### src/rtl/voltage_text_scheduler_pkg.sv
// rtl/voltage_text_scheduler_pkg.sv - shared constants and state encoding for the voltmeter text scheduler
package voltage_text_scheduler_pkg;

  localparam logic [6:0] ASCII_ZERO    = 7'h30;
  localparam logic [6:0] ASCII_DOT     = 7'h2E;
  localparam logic [6:0] ASCII_V       = 7'h56;
  localparam logic [6:0] ASCII_INVALID = 7'h7F;

  localparam int CHARS_PER_LINE = 6;

  localparam logic [1:0] ST_IDLE  = 2'd0;
  localparam logic [1:0] ST_FETCH = 2'd1;
  localparam logic [1:0] ST_EMIT  = 2'd2;
  localparam logic [1:0] ST_FLUSH = 2'd3;

  // Line positions that carry a BCD digit rather than a fixed character.
  function automatic logic pos_is_digit(input logic [2:0] pos);
    return (pos == 3'd0) || (pos == 3'd2) || (pos == 3'd3) || (pos == 3'd4);
  endfunction

endpackage

### src/rtl/bcd2ascii1_4.sv
// rtl/bcd2ascii1_4.sv - registered 4-bit BCD to 7-bit ASCII digit converter, one cycle latency
module bcd2ascii1_4
  import voltage_text_scheduler_pkg::*;
(
  input  logic       clk,
  input  logic       rst,
  input  logic [3:0] bcd,
  output logic [6:0] ascii
);

  always_ff @(posedge clk) begin
    if (rst) begin
      ascii <= 7'd0;
    end else if (bcd <= 4'd9) begin
      ascii <= ASCII_ZERO + {3'b000, bcd};
    end else begin
      ascii <= ASCII_INVALID;
    end
  end

endmodule

### src/rtl/voltage_text_scheduler.sv
// rtl/voltage_text_scheduler.sv - walks all channels and writes "d.dddV" lines into the character buffer
module voltage_text_scheduler
  import voltage_text_scheduler_pkg::*;
#(
  parameter int N_CH        = 13,
  parameter int LINE_STRIDE = 8,
  parameter int ADDR_W      = 7
) (
  input  logic              clk,
  input  logic              rst,
  input  logic              start,
  output logic [3:0]        ch_addr,
  input  logic [15:0]       bcd_data,
  output logic              wr_en,
  output logic [ADDR_W-1:0] wr_addr,
  output logic [6:0]        wr_data,
  output logic              busy,
  output logic              done,
  output logic              bcd_err
);

  logic [1:0]  state;
  logic [3:0]  ch;
  logic [2:0]  pos;
  logic [15:0] bcd_q;
  logic [3:0]  digit;
  logic        use_conv;
  logic [6:0]  const_char;
  logic        emitting;
  logic [6:0]  const_q;
  logic        use_conv_q;
  logic [6:0]  conv_ascii;

  assign ch_addr  = ch;
  assign emitting = (state == ST_EMIT);

  always_comb begin
    digit      = 4'd0;
    use_conv   = pos_is_digit(pos);
    const_char = (pos == 3'd1) ? ASCII_DOT : ASCII_V;
    case (pos)
      3'd0:    digit = bcd_q[15:12];
      3'd2:    digit = bcd_q[11:8];
      3'd3:    digit = bcd_q[7:4];
      3'd4:    digit = bcd_q[3:0];
      default: digit = 4'd0;
    endcase
  end

  bcd2ascii1_4 u_conv (
    .clk   (clk),
    .rst   (rst),
    .bcd   (digit),
    .ascii (conv_ascii)
  );

  // Constants are delayed one cycle so they line up with the converter output.
  assign wr_data = use_conv_q ? conv_ascii : const_q;

  always_ff @(posedge clk) begin
    if (rst) begin
      state      <= ST_IDLE;
      ch         <= 4'd0;
      pos        <= 3'd0;
      bcd_q      <= 16'd0;
      wr_en      <= 1'b0;
      wr_addr    <= '0;
      const_q    <= 7'd0;
      use_conv_q <= 1'b0;
      busy       <= 1'b0;
      done       <= 1'b0;
      bcd_err    <= 1'b0;
    end else begin
      done  <= 1'b0;
      wr_en <= emitting;
      if (emitting) begin
        wr_addr    <= ADDR_W'(ch) * ADDR_W'(LINE_STRIDE) + ADDR_W'(pos);
        const_q    <= const_char;
        use_conv_q <= use_conv;
      end
      case (state)
        ST_IDLE: begin
          if (start) begin
            state   <= ST_FETCH;
            ch      <= 4'd0;
            pos     <= 3'd0;
            busy    <= 1'b1;
            bcd_err <= 1'b0;
          end
        end
        ST_FETCH: begin
          bcd_q <= bcd_data;
          state <= ST_EMIT;
        end
        ST_EMIT: begin
          if (use_conv && (digit > 4'd9)) begin
            bcd_err <= 1'b1;
          end
          if (pos == 3'(CHARS_PER_LINE - 1)) begin
            pos <= 3'd0;
            if (ch == 4'(N_CH - 1)) begin
              state <= ST_FLUSH;
            end else begin
              ch    <= ch + 4'd1;
              state <= ST_FETCH;
            end
          end else begin
            pos <= pos + 3'd1;
          end
        end
        default: begin
          state <= ST_IDLE;
          busy  <= 1'b0;
          done  <= 1'b1;
        end
      endcase
    end
  end

endmodule

### config.mk
export PLATFORM = sky130hd
export DESIGN_NAME = voltage_text_scheduler
export DESIGN_NICKNAME = d
export VERILOG_FILES = /design/src/rtl/voltage_text_scheduler_pkg.sv /design/src/rtl/bcd2ascii1_4.sv /design/src/rtl/voltage_text_scheduler.sv
export SDC_FILE = /design/constraint.sdc
export NUM_CORES = 1
export LEC_CHECK = 0
export CELL_PAD_IN_SITES_DETAIL_PLACEMENT = 0
export CELL_PAD_IN_SITES_GLOBAL_PLACEMENT = 1
export CORE_MARGIN = 2
export CORE_UTILIZATION = 30
export DETAILED_ROUTE_END_ITERATION = 10
export DONT_BUFFER_PORTS = 1
export PLACE_DENSITY = 0.63
export REMOVE_ABC_BUFFERS = 1
export SLEW_MARGIN = 20
export SYNTH_ARGS = -nofsm -noshare
export SYNTH_HDL_FRONTEND = slang
export SYNTH_SLANG_ARGS = --single-unit
### constraint.sdc
create_clock -name clk -period 2.85 [get_ports clk]
set_input_delay 0.57 -clock clk [delete_from_list [all_inputs] [get_ports clk]]
set_output_delay 0.57 -clock clk [all_outputs]
set_load 0.03 [all_outputs]
Yosys cells after proc, flatten, opt, wreduce, memory -nomap -nowiden
Index checks and enable logic that the tools add are counted.
{"block": "totals", "inputBits": 19, "register_bits": 51, "output_inout_bits": 22}
{"block": "op_classes", "eq_ne": 12, "magnitude_cmp": 2, "mux": 21, "reduce_logical": 14, "n_bitwise": 1, "n_addsub": 4}
{"operator": "7-bit two-way mux", "count": 3}
{"operator": "4-bit case mux with 4 select lines", "count": 1}
{"operator": "4-bit two-way mux", "count": 3}
{"operator": "4-bit case mux with 2 select lines", "count": 1}
{"operator": "6-bit by 4-bit adder with 7-bit output, first input constant", "count": 1}
{"operator": "7-bit by 3-bit adder with 7-bit output", "count": 1}
{"operator": "3-bit by 2-bit equality test with 1-bit output, second input constant", "count": 2}
{"operator": "3-bit equality test, second input constant", "count": 2}
{"operator": "2-bit two-way mux", "count": 3}
{"operator": "3-bit two-way mux", "count": 2}
{"operator": "2-bit case mux with 3 select lines", "count": 1}
{"operator": "3-bit case mux with 2 select lines", "count": 1}
{"operator": "2-bit AND reduction", "count": 3}
{"operator": "4-bit by 1-bit adder with 4-bit output, second input constant", "count": 1}
{"operator": "4-bit equality test, second input constant", "count": 1}
{"operator": "4-bit > comparator, second input constant", "count": 1}
{"operator": "4-bit less-or-equal comparator, second input constant", "count": 1}
{"operator": "1-bit two-way mux", "count": 4}
{"operator": "2-bit by 1-bit inequality test with 1-bit output, second input constant", "count": 2}
{"operator": "2-bit inequality test, second input constant", "count": 2}
{"operator": "1-bit case mux with 2 select lines", "count": 2}
{"operator": "4-bit AND reduction", "count": 1}
{"operator": "3-bit by 1-bit adder with 3-bit output, second input constant", "count": 1}
{"operator": "3-bit by 1-bit equality test with 1-bit output, second input constant", "count": 1}
{"operator": "other kinds (11)", "count": 13}

Longest topological paths before layout
Gate-level depths: netlist of run 1.
{"block": "depth", "ltp_word": 7, "ltp_mapped": 7, "depth_no_buf": 6}

Hierarchy
Synthesis of run 1 repeated with hierarchy kept, for this count alone.
{"block": "hier_totals", "cells_unflattened": 240, "area_unflattened_um2": 2103.3}
{"mod": "voltage_text_scheduler", "n_inst": 1, "cells_each": 223, "area_per_inst_um2": 1924.3, "seq_area_each_um2": 800.8}
{"mod": "bcd2ascii1_4", "n_inst": 1, "cells_each": 17, "area_per_inst_um2": 178.9, "seq_area_each_um2": 120.1}

Worst setup path before layout of run 1
OpenSTA, ideal clock, no wires.
{"block": "synth_path", "path_kind": "register to register", "startpoint": "register ch[0] (netlist: ch_addr[0])", "endpoint": "register ch[3] (netlist: ch_addr[3])", "slack_ns": 1.116, "period_less_slack_ns": 1.734, "arrival_ns": 1.615, "path_stages_with_launch": 7, "required_ns": 2.730, "n_path_buf": 0, "cell_sequence": "dfxtp_1 > inv_1 > ha_1 > and4_1 > a211oi_4 > nand4_1 > mux2i_1"}
{"block": "synth_between", "elab_chain_cells": 4, "elab_cells_between_ends": 7, "cone_classes": "1 x add/sub; 2 x eq/ne; 3 x mux; 1 x reduce/logical"}
{"item": "from (decl)", "line_no": "voltage_text_scheduler.sv:23", "text": "logic [3:0] ch;"}
{"item": "from (signal assigned)", "line_no": "voltage_text_scheduler.sv:104", "text": "ch <= ch + 4'd1;"}
{"item": "4-bit by 1-bit adder with 4-bit output", "line_no": "voltage_text_scheduler.sv:104"}
{"item": "4-bit two-way mux", "line_no": "voltage_text_scheduler.sv:101", "text": "if (ch == 4'(N_CH - 1)) begin"}
{"item": "4-bit two-way mux", "line_no": "voltage_text_scheduler.sv:99", "text": "if (pos == 3'(CHARS_PER_LINE - 1)) begin"}
{"item": "4-bit case mux with 2 select lines", "line_no": "voltage_text_scheduler.sv:81", "text": "case (state)"}
Several ways; a longest one is shown, not always the timed one. The select of a mux whose other input is x is not followed.
A chain may end at the register's enable or synchronous reset.

Worst setup path in the final report of run 1
{"block": "layout_path", "startpoint": "register state[0]", "endpoint": "register bcd_err"}
{"block": "layout_between", "elab_chain_cells": 3, "elab_cells_between_ends": 7, "cone_classes": "3 x eq/ne; 1 x mux; 3 x reduce/logical"}
{"item": "from (decl)", "line_no": "voltage_text_scheduler.sv:22", "text": "logic [1:0] state;"}
{"item": "from (signal assigned)", "line_no": "voltage_text_scheduler.sv:62", "text": "state <= ST_IDLE;"}
{"item": "from (signal assigned)", "line_no": "voltage_text_scheduler.sv:84", "text": "state <= ST_FETCH;"}
{"item": "from (signal assigned)", "line_no": "voltage_text_scheduler.sv:93", "text": "state <= ST_EMIT;"}
{"item": "2-bit equality test (*)"}
{"item": "named net emitting", "line_no": "voltage_text_scheduler.sv:29", "text": "logic emitting;"}
{"item": "2-bit by 1-bit inequality test with 1-bit output (no line) or 2-bit nonzero test (tied branches)"}
{"item": "3-bit AND reduction (no line)"}
{"item": "to (signal assigned)", "line_no": "voltage_text_scheduler.sv:72", "text": "bcd_err <= 1'b0;"}
{"item": "to (signal assigned)", "line_no": "voltage_text_scheduler.sv:88", "text": "bcd_err <= 1'b0;"}
{"item": "to (signal assigned)", "line_no": "voltage_text_scheduler.sv:97", "text": "bcd_err <= 1'b1;"}
{"item": "to (decl)", "line_no": "voltage_text_scheduler.sv:19", "text": "output logic bcd_err"}
The timed path passes the listed nets; every way through them passes the cells marked *.

==> flow_metrics.env, run 1 <==
export IMPL_cpMaxStageDelayCell="ha_1"
export IMPL_min_period_ns=2.251
export IMPL_synth_seq_cells=46
export IMPL_drive_gt1_share_pct=7.870
export IMPL_end_kind="flip-flop"
export IMPL_arrival_ns=2.47
export IMPL_ys_warn_count=0
export IMPL_hpwl_um=2832
export IMPL_hold_viol_final=0
export IMPL_synth_top_cells_by_area="dfxtp_1 (45%), mux2i_1 (15%), nor2_1 (7.2%)"
export IMPL_worst_pin_slew_ns=0.6715
export IMPL_numClockSinks=46
export IMPL_syn_to_final_growth_pct=7.160
export IMPL_wirelength_um=4044
export IMPL_cts_inserted_buffers=5
export IMPL_syn_avg_cell_area_um2=9.378
export IMPL_globalRouteMet2Util_pct=17.48
export IMPL_cp_data_required_time_ns=3.07
export IMPL_post_route_drc_count=0
export IMPL_cpMostUsedCell="inv_1"
export IMPL_route_vias_total=1397
export IMPL_slew_viol_final=0
export IMPL_antenna_found_initial=0
export IMPL_drt_pass1_iterations=5
export IMPL_post_cts_buffers=0
export IMPL_chipWidth_um=86.55
export IMPL_timing_slew_headroom_pct=55.23
export IMPL_rsz0062_at_grt="no"
export IMPL_synth_distinct_cells=34
export IMPL_grt_pass1_vias=1317
export IMPL_fill_cells=706
export IMPL_finalPower_uw=1891
export IMPL_cpPeakStageDelay_ns=0.61
export IMPL_p_per_area_nw_per_um2=863.2
export IMPL_synth_top_area_share_pct=45.04
export IMPL_worst_clock_skew_ns=0.005230
export IMPL_place_gp_congestion=0.7386
export IMPL_p_leak_uw=0.0008837
export IMPL_ant_nets=0
export IMPL_coreArea_um2=6681
export IMPL_critPathLaunchType="flip-flop"
export IMPL_path_delay_family="compound AO/OA/AOI/OAI gates"
export IMPL_io_pins=41
export IMPL_clkTransAtPathRegs_ns=0.09
export IMPL_layout_nets=242
export IMPL_synth_top_cell_by_area="dfxtp_1"
export IMPL_clk_latency_ns=0.30
export IMPL_drt_iter0_markers=56
export IMPL_hold_class="in2reg"
export IMPL_seq_area_frac_synth_pct=45.04
export IMPL_root_buffer="clkbuf_8"
export IMPL_io_buffers=0
export IMPL_outcome="finished clean"
export IMPL_die_h_um=86.55
export IMPL_h_tree_depth=2
export IMPL_crit_buf_inv=2
export IMPL_crit_type="reg2reg"
export IMPL_overflow=0
export IMPL_ir_drop_v=0.0002723
export IMPL_diodes=0
export IMPL_die_area_um2=7491
export IMPL_clk_path_buf_depth=2
export IMPL_cts_resized=0
export IMPL_gr_usage_met1_pct=15.22
export IMPL_grt_max_degree=39
export IMPL_fin_area_um2=2191
export IMPL_gr_usage_all_layers_pct=11.43
export IMPL_hold_worst_slack_ns=0.3301
export IMPL_busiest_layer="met2"
export IMPL_cap_violations=0
export IMPL_setup_viol=0
export IMPL_fin_crit_sh_pct=78.97
export IMPL_syn_inst=218
export IMPL_dpl_cell_area_um2=2101
export IMPL_cp_max_fo=12
export IMPL_hold_buffers=0
export IMPL_use_met3_pct=3.429
export IMPL_synth_cell_area_um2=2044
export IMPL_final_setup_tns_ns=0
export IMPL_wl_per_cell_um=13.66
export IMPL_rows=30
export IMPL_fin_util_pct=32.79
export IMPL_viasPerCell=4.720
export IMPL_crit_chain="inv_1, ha_1, inv_1, a31oi_1, nand3b_1, o31ai_1"
export IMPL_start_util_pct=30.60
export IMPL_grt_pass1_wl_um=6810
export IMPL_clock_fmax_mhz=444.3
export IMPL_cts_tree="yes"
cells in the mapped netlist:
master,instances
a31oi_1,1
o21ai_0,5
nor2_1,39
nor2b_1,2
nand3b_4,1
a32o_1,1
ha_1,8
a211oi_1,3
clkbuf_1,5
and2_1,5
nand2b_4,1
nand4_1,1
and4_1,1
a21boi_0,1
nand2b_1,8
nand3_1,2
a211oi_4,1
o31ai_1,1
a221o_1,2
buf_6,1
mux2_2,3
nand3b_1,2
nand2_1,20
a222oi_1,1
dfxtp_1,46
buf_1,1
mux2i_2,1
nor3b_1,1
a21oi_1,5
buf_2,5
inv_1,9
nor3_1,3
mux2i_1,31
o21a_1,1
cell usage in the layout, fill, tap and decap left out, drive strengths merged, types with 2 or more instances in the layout:
cell type	instances
mux2	3
nor2	39
a21oi	5
nand3b	3
clkinv	2
nor3	3
buf	2
mux2i	32
nand2	20
nand2b	9
and2	5
clkbuf	5
inv	9
a211oi	4
nor2b	2
a221o	2
dfxtp	46
ha	8
nand3	2
o21ai	5
flip-flops by register name, summed over array words and instances, names as in the netlist, 2 cells and up:
| name | cells |
|---|---|
| bcd_q | 16 |
| ch_addr | 4 |
| const_q | 3 |
| pos | 3 |
| state | 2 |
| u_conv.ascii | 6 |
| wr_addr | 7 |
cells by family (layout without fill, tap and decap cells):
| logic type | Yosys count | after routing | share of synthesized area (%) |
|---|---|---|---|
| buffers and inverters | 21 | 19 | 4.528 |
| adder cells (fa/ha/maj) | 8 | 8 | 4.896 |
| flip-flops | 46 | 46 | 45.04 |
| AO/OA/AOI/OAI | 22 | 22 | 7.895 |
| multiplexers | 35 | 35 | 17.50 |
| AND/OR/NAND/NOR | 86 | 86 | 20.13 |
stage by stage:
stage                     instances  setup slack, ns
after global routing            296           0.2976
after CTS                       296           0.5422
after global placement          288           0.6012
final                           296           0.5995
after floorplan                 206           0.7677
after detailed placement        288           0.5858
area by class of cell:
cell class	instances	area, um2	area share, %
multi-input cells	151	1031	47.06
clock inverters	3	21.27	0.9709
well taps	80	100.1	4.569
clock buffers	5	68.82	3.141
flip-flops and latches	46	920.9	42.03
inverters	9	33.78	1.542
repair buffers	2	15.01	0.6853
where the power goes:
part / total [uW] / switching (uW) / internal (uW)
clock: 403 / 230 / 173
combinational: 628 / 371 / 257
sequential: 861 / 115 / 746
total: 1890 / 715 / 1180
layer usage:
layer  part of all wire, %  routed length, um
met5                     0                  0
met4                   1.6                 65
met3                   5.2                209
met2                    46               1871
met1                    47               1897
final timing paths:
check	cells past startpoint	slack, ns	startpoint	to
min	1	0.33	rst	wr_en
max	6	0.60	state[0]	bcd_err
max reg2reg	6	0.60	state[0]	bcd_err
min reg2reg	2	0.48	const_q[2]	const_q[2]
Power figures use the tool's default switching activity.
==> inputs of run 2 (changes only) <==
==> constraint.sdc (replaced) <==
create_clock -name clk -period 2.3 [get_ports clk]
set_input_delay 0.46 -clock clk [delete_from_list [all_inputs] [get_ports clk]]
set_output_delay 0.46 -clock clk [all_outputs]
set_load 0.03 [all_outputs]
==> run 2 against run 1 <==
Combinational power is 30% higher; final area grew 2.6%; fmax increased by 25%; sequential power is 22% higher; first-iteration DRC count grew 11%; clock power increased by 46%; flip-flop and latch count stayed put; non-clock buffer count rose by 5; clock skew is 0.00067 ns lower; critical endpoint unchanged; die area unchanged; critical path depth stayed put.
==> flow_metrics.env, run 2 (same netlist as run 1, synthesis figures left out) <==
export IMPL_outcome="finished clean"
export IMPL_hpwl_um=2973
export IMPL_clk_latency_ns=0.29
export IMPL_layout_nets=247
export IMPL_rr_endpoint="bcd_err"
export IMPL_final_setup_tns_ns=0
export IMPL_setup_viol=0
export IMPL_die_area_um2=7491
export IMPL_p_leak_uw=0.0009173
export IMPL_dpl_cell_area_um2=2138
export IMPL_syn_to_final_growth_pct=9.976
export IMPL_fin_area_um2=2248
export IMPL_reg2reg_depth=6
export IMPL_io_buffers=0
export IMPL_root_buffer="clkbuf_8"
export IMPL_cpMostUsedCell="inv_1"
export IMPL_final_common_cell="dfxtp_1"
export IMPL_min_path_cells=1
export IMPL_grt_pass1_wl_um=7113
export IMPL_cp_data_required_time_ns=2.51
export IMPL_viasPerCell=4.694
export IMPL_whs_endpoint="wr_addr[5]"
export IMPL_die_h_um=86.55
export IMPL_r2r_slack_ns=0.49
export IMPL_cpMaxStageDelayCell="a31oi_1"
export IMPL_final_cell_mix="dfxtp_1 (46), nor2_1 (39), mux2i_1 (31), nand2_1 (20), inv_1 (9)"
export IMPL_grt_pass1_vias=1406
export IMPL_critPathLaunchType="flip-flop"
export IMPL_wirelength_um=4104
export IMPL_worst_clock_skew_ns=0.004562
export IMPL_worst_pin_slew_ns=0.5421
export IMPL_cts_resized=0
export IMPL_antenna_found_initial=0
export IMPL_hold_buffers=0
export IMPL_post_cts_buffers=0
export IMPL_end_kind="flip-flop"
export IMPL_drive_gt1_share_pct=9.502
export IMPL_route_vias_total=1413
export IMPL_crit_chain="inv_1, ha_1, inv_1, a31oi_1, nand3b_1, o31ai_1"
export IMPL_wl_per_cell_um=13.63
export IMPL_rows=30
export IMPL_path_delay_family="compound AO/OA/AOI/OAI gates"
export IMPL_clk_path_buf_depth=2
export IMPL_grt_max_degree=39
export IMPL_overflow=0
export IMPL_timing_slew_headroom_pct=63.69
export IMPL_gr_usage_all_layers_pct=12.07
export IMPL_numClockSinks=46
export IMPL_clkTransAtPathRegs_ns=0.08
export IMPL_drt_pass1_iterations=4
export IMPL_largestRegisters="bcd_q: 16 flops, wr_addr: 7 flops, u_conv.ascii: 6 flops"
export IMPL_ant_nets=0
export IMPL_start_util_pct=30.60
export IMPL_io_pins=41
export IMPL_crit_type="reg2reg"
export IMPL_cts_inserted_buffers=5
export IMPL_rsz0062_at_grt="no"
export IMPL_min_delay_start="rst"
export IMPL_fin_crit_sh_pct=78.59
export IMPL_cap_violations=0
export IMPL_cp_max_fo=7
export IMPL_min_period_ns=1.807
export IMPL_slew_viol_final=0
export IMPL_post_route_drc_count=0
export IMPL_cts_tree="yes"
export IMPL_drt_iter0_markers=62
export IMPL_p_per_area_nw_per_um2=1094
export IMPL_coreArea_um2=6681
export IMPL_r2r_start="state[0]"
export IMPL_cpPeakStageDelay_ns=0.43
export IMPL_h_tree_depth=2
export IMPL_clock_fmax_mhz=553.3
export IMPL_hold_viol_final=0
export IMPL_regMostFlops="bcd_q"
export IMPL_largest_reg_flops=16
export IMPL_arrival_ns=2.02
export IMPL_ir_drop_v=0.0003914
export IMPL_crit_buf_inv=2
export IMPL_diodes=0
export IMPL_chipWidth_um=86.55
export IMPL_hold_class="in2reg"
export IMPL_place_gp_congestion=0.7002
## run 2: worst max-delay path by stage
stage	cells after the start	start	endpoint
floorplan	6	state[0]	ch_addr[3]
global placement	4	pos[2]	u_conv.ascii[2]
detailed placement	6	state[0]	bcd_err
CTS	6	state[0]	bcd_err
global route	6	state[0]	bcd_err
finish	6	state[0]	bcd_err
## run 2: report_power, final
group	total [uW]	switching, uW	internal [uW]
Combinational	819	480	339
Clock	590	266	324
Sequential	1050	126	924
Total	2460	872	1590
## run 2: metal layers
layer / track usage [%] / part of all wire [%]
met1: 15.67 / 47
met2: 19.16 / 48
met3: 3.143 / 3.3
met4: 4.688 / 1.8
met5: 0 / 0
## run 2: layout make-up
class / instances / area (um2)
timing repair buffer: 7 / 52.55
clock inverter: 2 / 37.54
tap: 80 / 100.1
multi-input combinational: 151 / 1031
fill: 698 / 4433
sequential: 46 / 920.9
inverter: 9 / 33.78
clock buffer: 6 / 72.57
## run 2: per-stage QoR
stage | worst slack, ns | instances | power [uW] | hold slack (ns) | utilization (%)
after floorplan | 0.2177 | 206 | 1712 | 0.4354 | -
after global routing | 0.2677 | 301 | 2644 | 0.2008 | 33.65
after global placement | 0.4649 | 293 | 1896 | 0.4559 | 32.00
after detailed placement | 0.4759 | 293 | 1901 | 0.4581 | 32.00
final | 0.4925 | 301 | 2459 | 0.2270 | 33.65
after CTS | 0.4353 | 301 | 2510 | 0.2083 | 33.65
==> inputs of run 3 (changes only) <==
--- a/config.mk
+++ b/config.mk
@@ -11,7 +11,7 @@
 export CORE_UTILIZATION = 30
 export DETAILED_ROUTE_END_ITERATION = 10
 export DONT_BUFFER_PORTS = 1
-export PLACE_DENSITY = 0.63
+export PLACE_DENSITY = 0.65
 export REMOVE_ABC_BUFFERS = 1
 export SLEW_MARGIN = 20
 export SYNTH_ARGS = -nofsm -noshare
==> constraint.sdc (replaced) <==
create_clock -name clk -period 1.5 [get_ports clk]
set_input_delay 0.3 -clock clk [delete_from_list [all_inputs] [get_ports clk]]
set_output_delay 0.3 -clock clk [all_outputs]
set_load 0.03 [all_outputs]
==> run 3 against run 2 <==
Clock skew grew 0.0019 ns; die area is the same; sequential power grew 53%; cell count grew 8.6%; largest cell class unchanged; clock-buffer cell count grew 1; total power grew 68%; clock power grew 36%; critical path depth is the same; sequential share of layout area shrank 4.6 points.
==> flow_metrics.env, run 3 (same netlist as run 1, synthesis figures left out) <==
export IMPL_cap_violations=0
export IMPL_chipWidth_um=86.55
export IMPL_worst_clock_skew_ns=0.006479
export IMPL_swShare_pct=35.87
export IMPL_rr_endpoint="bcd_err"
export IMPL_crit_type="reg2reg"
export IMPL_gr_usage_all_layers_pct=11.81
export IMPL_hold_worst_slack_ns=0.06395
export IMPL_root_buffer="clkbuf_8"
export IMPL_drt_iter0_markers=62
export IMPL_route_vias_total=1515
export IMPL_hpwl_um=3077
export IMPL_p_per_area_nw_per_um2=1611
export IMPL_p_comb_share_pct=41.7
export IMPL_clock_fmax_mhz=678.0
export IMPL_viasPerCell=4.633
export IMPL_r2r_start="pos[1]"
export IMPL_die_area_um2=7491
export IMPL_post_route_drc_count=0
export IMPL_worst_pin_slew_ns=0.3617
export IMPL_syn_to_final_growth_pct=25.64
export IMPL_coreArea_um2=6681
export IMPL_whs_endpoint="ch_addr[0]"
export IMPL_finalPower_uw=4138
export IMPL_hold_class="in2reg"
export IMPL_diodes=0
export IMPL_clkTransAtPathRegs_ns=0.09
export IMPL_setup_viol=0
export IMPL_final_common_cell="dfxtp_1"
export IMPL_fin_crit_sh_pct=98.33
export IMPL_overflow=0
export IMPL_io_pins=41
export IMPL_cp_data_required_time_ns=1.68
export IMPL_seq_power_share_pct=39.0
export IMPL_wirelength_um=4320
export IMPL_antenna_found_initial=0
export IMPL_arrival_ns=1.66
export IMPL_ir_drop_v=0.0005281
export IMPL_slew_viol_final=0
export IMPL_grt_pass1_vias=1488
export IMPL_rsz0062_at_grt="yes"
export IMPL_drive_gt1_share_pct=28.74
export IMPL_power_frac_clock_pct=19.3
export IMPL_layout_nets=273
export IMPL_cts_tree="yes"
export IMPL_grt_max_degree=39
export IMPL_largestRegisters="bcd_q: 16 flops, wr_addr: 7 flops, u_conv.ascii: 6 flops"
export IMPL_p_leak_uw=0.001077
export IMPL_clk_path_buf_depth=2
export IMPL_min_delay_start="rst"
export IMPL_largest_reg_flops=16
export IMPL_min_period_ns=1.475
export IMPL_io_buffers=0
export IMPL_p_int_uw=2653
export IMPL_place_gp_congestion=0.7565
export IMPL_die_h_um=86.55
export IMPL_ant_nets=0
export IMPL_start_util_pct=30.60
export IMPL_final_cell_mix="dfxtp_1 (39), nor2_1 (37), mux2i_1 (31), buf_4 (28), nand2_1 (18)"
export IMPL_clk_latency_ns=0.29
export IMPL_cp_max_fo=4
export IMPL_grt_pass1_wl_um=7107
export IMPL_timing_slew_headroom_pct=75.89
export IMPL_r2r_slack_ns=0.03
export IMPL_min_path_cells=1
export IMPL_outcome="finished clean"
export IMPL_end_kind="flip-flop"
export IMPL_numClockSinks=46
export IMPL_drt_pass1_iterations=4
export IMPL_rows=30
export IMPL_critPathLaunchType="flip-flop"
export IMPL_crit_start="pos[1]"
export IMPL_wl_per_cell_um=13.21
export IMPL_p_switching_uw=1484
export IMPL_regMostFlops="bcd_q"
export IMPL_reg2reg_depth=6
export IMPL_h_tree_depth=2
export IMPL_cts_inserted_buffers=5
export IMPL_hold_viol_final=0
## run 3: cell count changes in the layout (fill, tap and decap cells not counted), sizes merged
cell / before / now
clkinvlp: 1 / 0
buf: 7 / 33
inv: 9 / 10
clkbuf: 6 / 7
bufinv: 1 / 0
## run 3: power by group through the flow
stage	logic, uW	registers, uW	clock network, uW
3_3_place_gp	1530	1620	0
2_1_floorplan	1010	1620	0
6_report	1730	1610	800
3_5_place_dp	1550	1620	0
5_1_grt	1900	1640	885
4_1_cts	1650	1590	829
## run 3: how the worst max path moves through the flow
| stage | depth (start not counted) | end | slack [ns] |
|---|---|---|---|
| after global placement | 6 | ch_addr[3] | -0.11 |
| final | 6 | bcd_err | 0.03 |
| after floorplan | 6 | ch_addr[3] | -0.58 |
| after global routing | 5 | u_conv.ascii[0] | -0.05 |
| after CTS | 6 | ch_addr[3] | -0.02 |
| after detailed placement | 4 | u_conv.ascii[2] | -0.15 |
## run 3: cell type report
cell class	count	area [um2]
fill	695	4113
multi-input combinational	151	1134
sequential	46	934.6
timing repair buffer	33	269.0
tap	80	100.1
clock buffer	7	86.33
inverter	9	36.28
clock inverter	1	8.758
## run 3: per-stage QoR
stage               setup TNS, ns  std cells  utilization (%)  instance area, um2  setup WS, ns
floorplan                  -5.052        206                -                1986       -0.5823
global placement          -0.5723        315            34.66                2316       -0.1086
detailed placement        -0.9866        315            34.66                2316       -0.1513
CTS                      -0.04549        325            37.00                2472      -0.02352
global route              -0.2733        327            38.45                2569      -0.05221
finish                          0        327            38.45                2569       0.02508
## run 3: layer usage
metal / global-route usage [%] / wire length [um] / vias to the layer above / share of wire (%)
li1: - / - / 788 / -
met1: 15.71 / 2056 / 705 / 48
met2: 18.60 / 2060 / 20 / 48
met5: 0 / 0 / - / 0
met3: 2.952 / 163 / 2 / 3.8
met4: 4.261 / 40 / 0 / 0.93
## run 3: critical path, cell delays in order, from the launching register on
cell and delay, ns:
dfxtp_2 0.34, and2_4 0.16, ha_4 0.16, and2_1 0.15
a221o_1 0.31, nor2_4 0.17, o31ai_4 0.08
## run 3: repair_timing
action	4_1_cts	5_1_grt
endpoints found under the setup margin	14	13
gates cloned	0	1
endpoints found under the hold margin	0	0
gates resized for setup	20	21
hold buffers	0	0
pin swaps	6	10
setup buffers	2	2
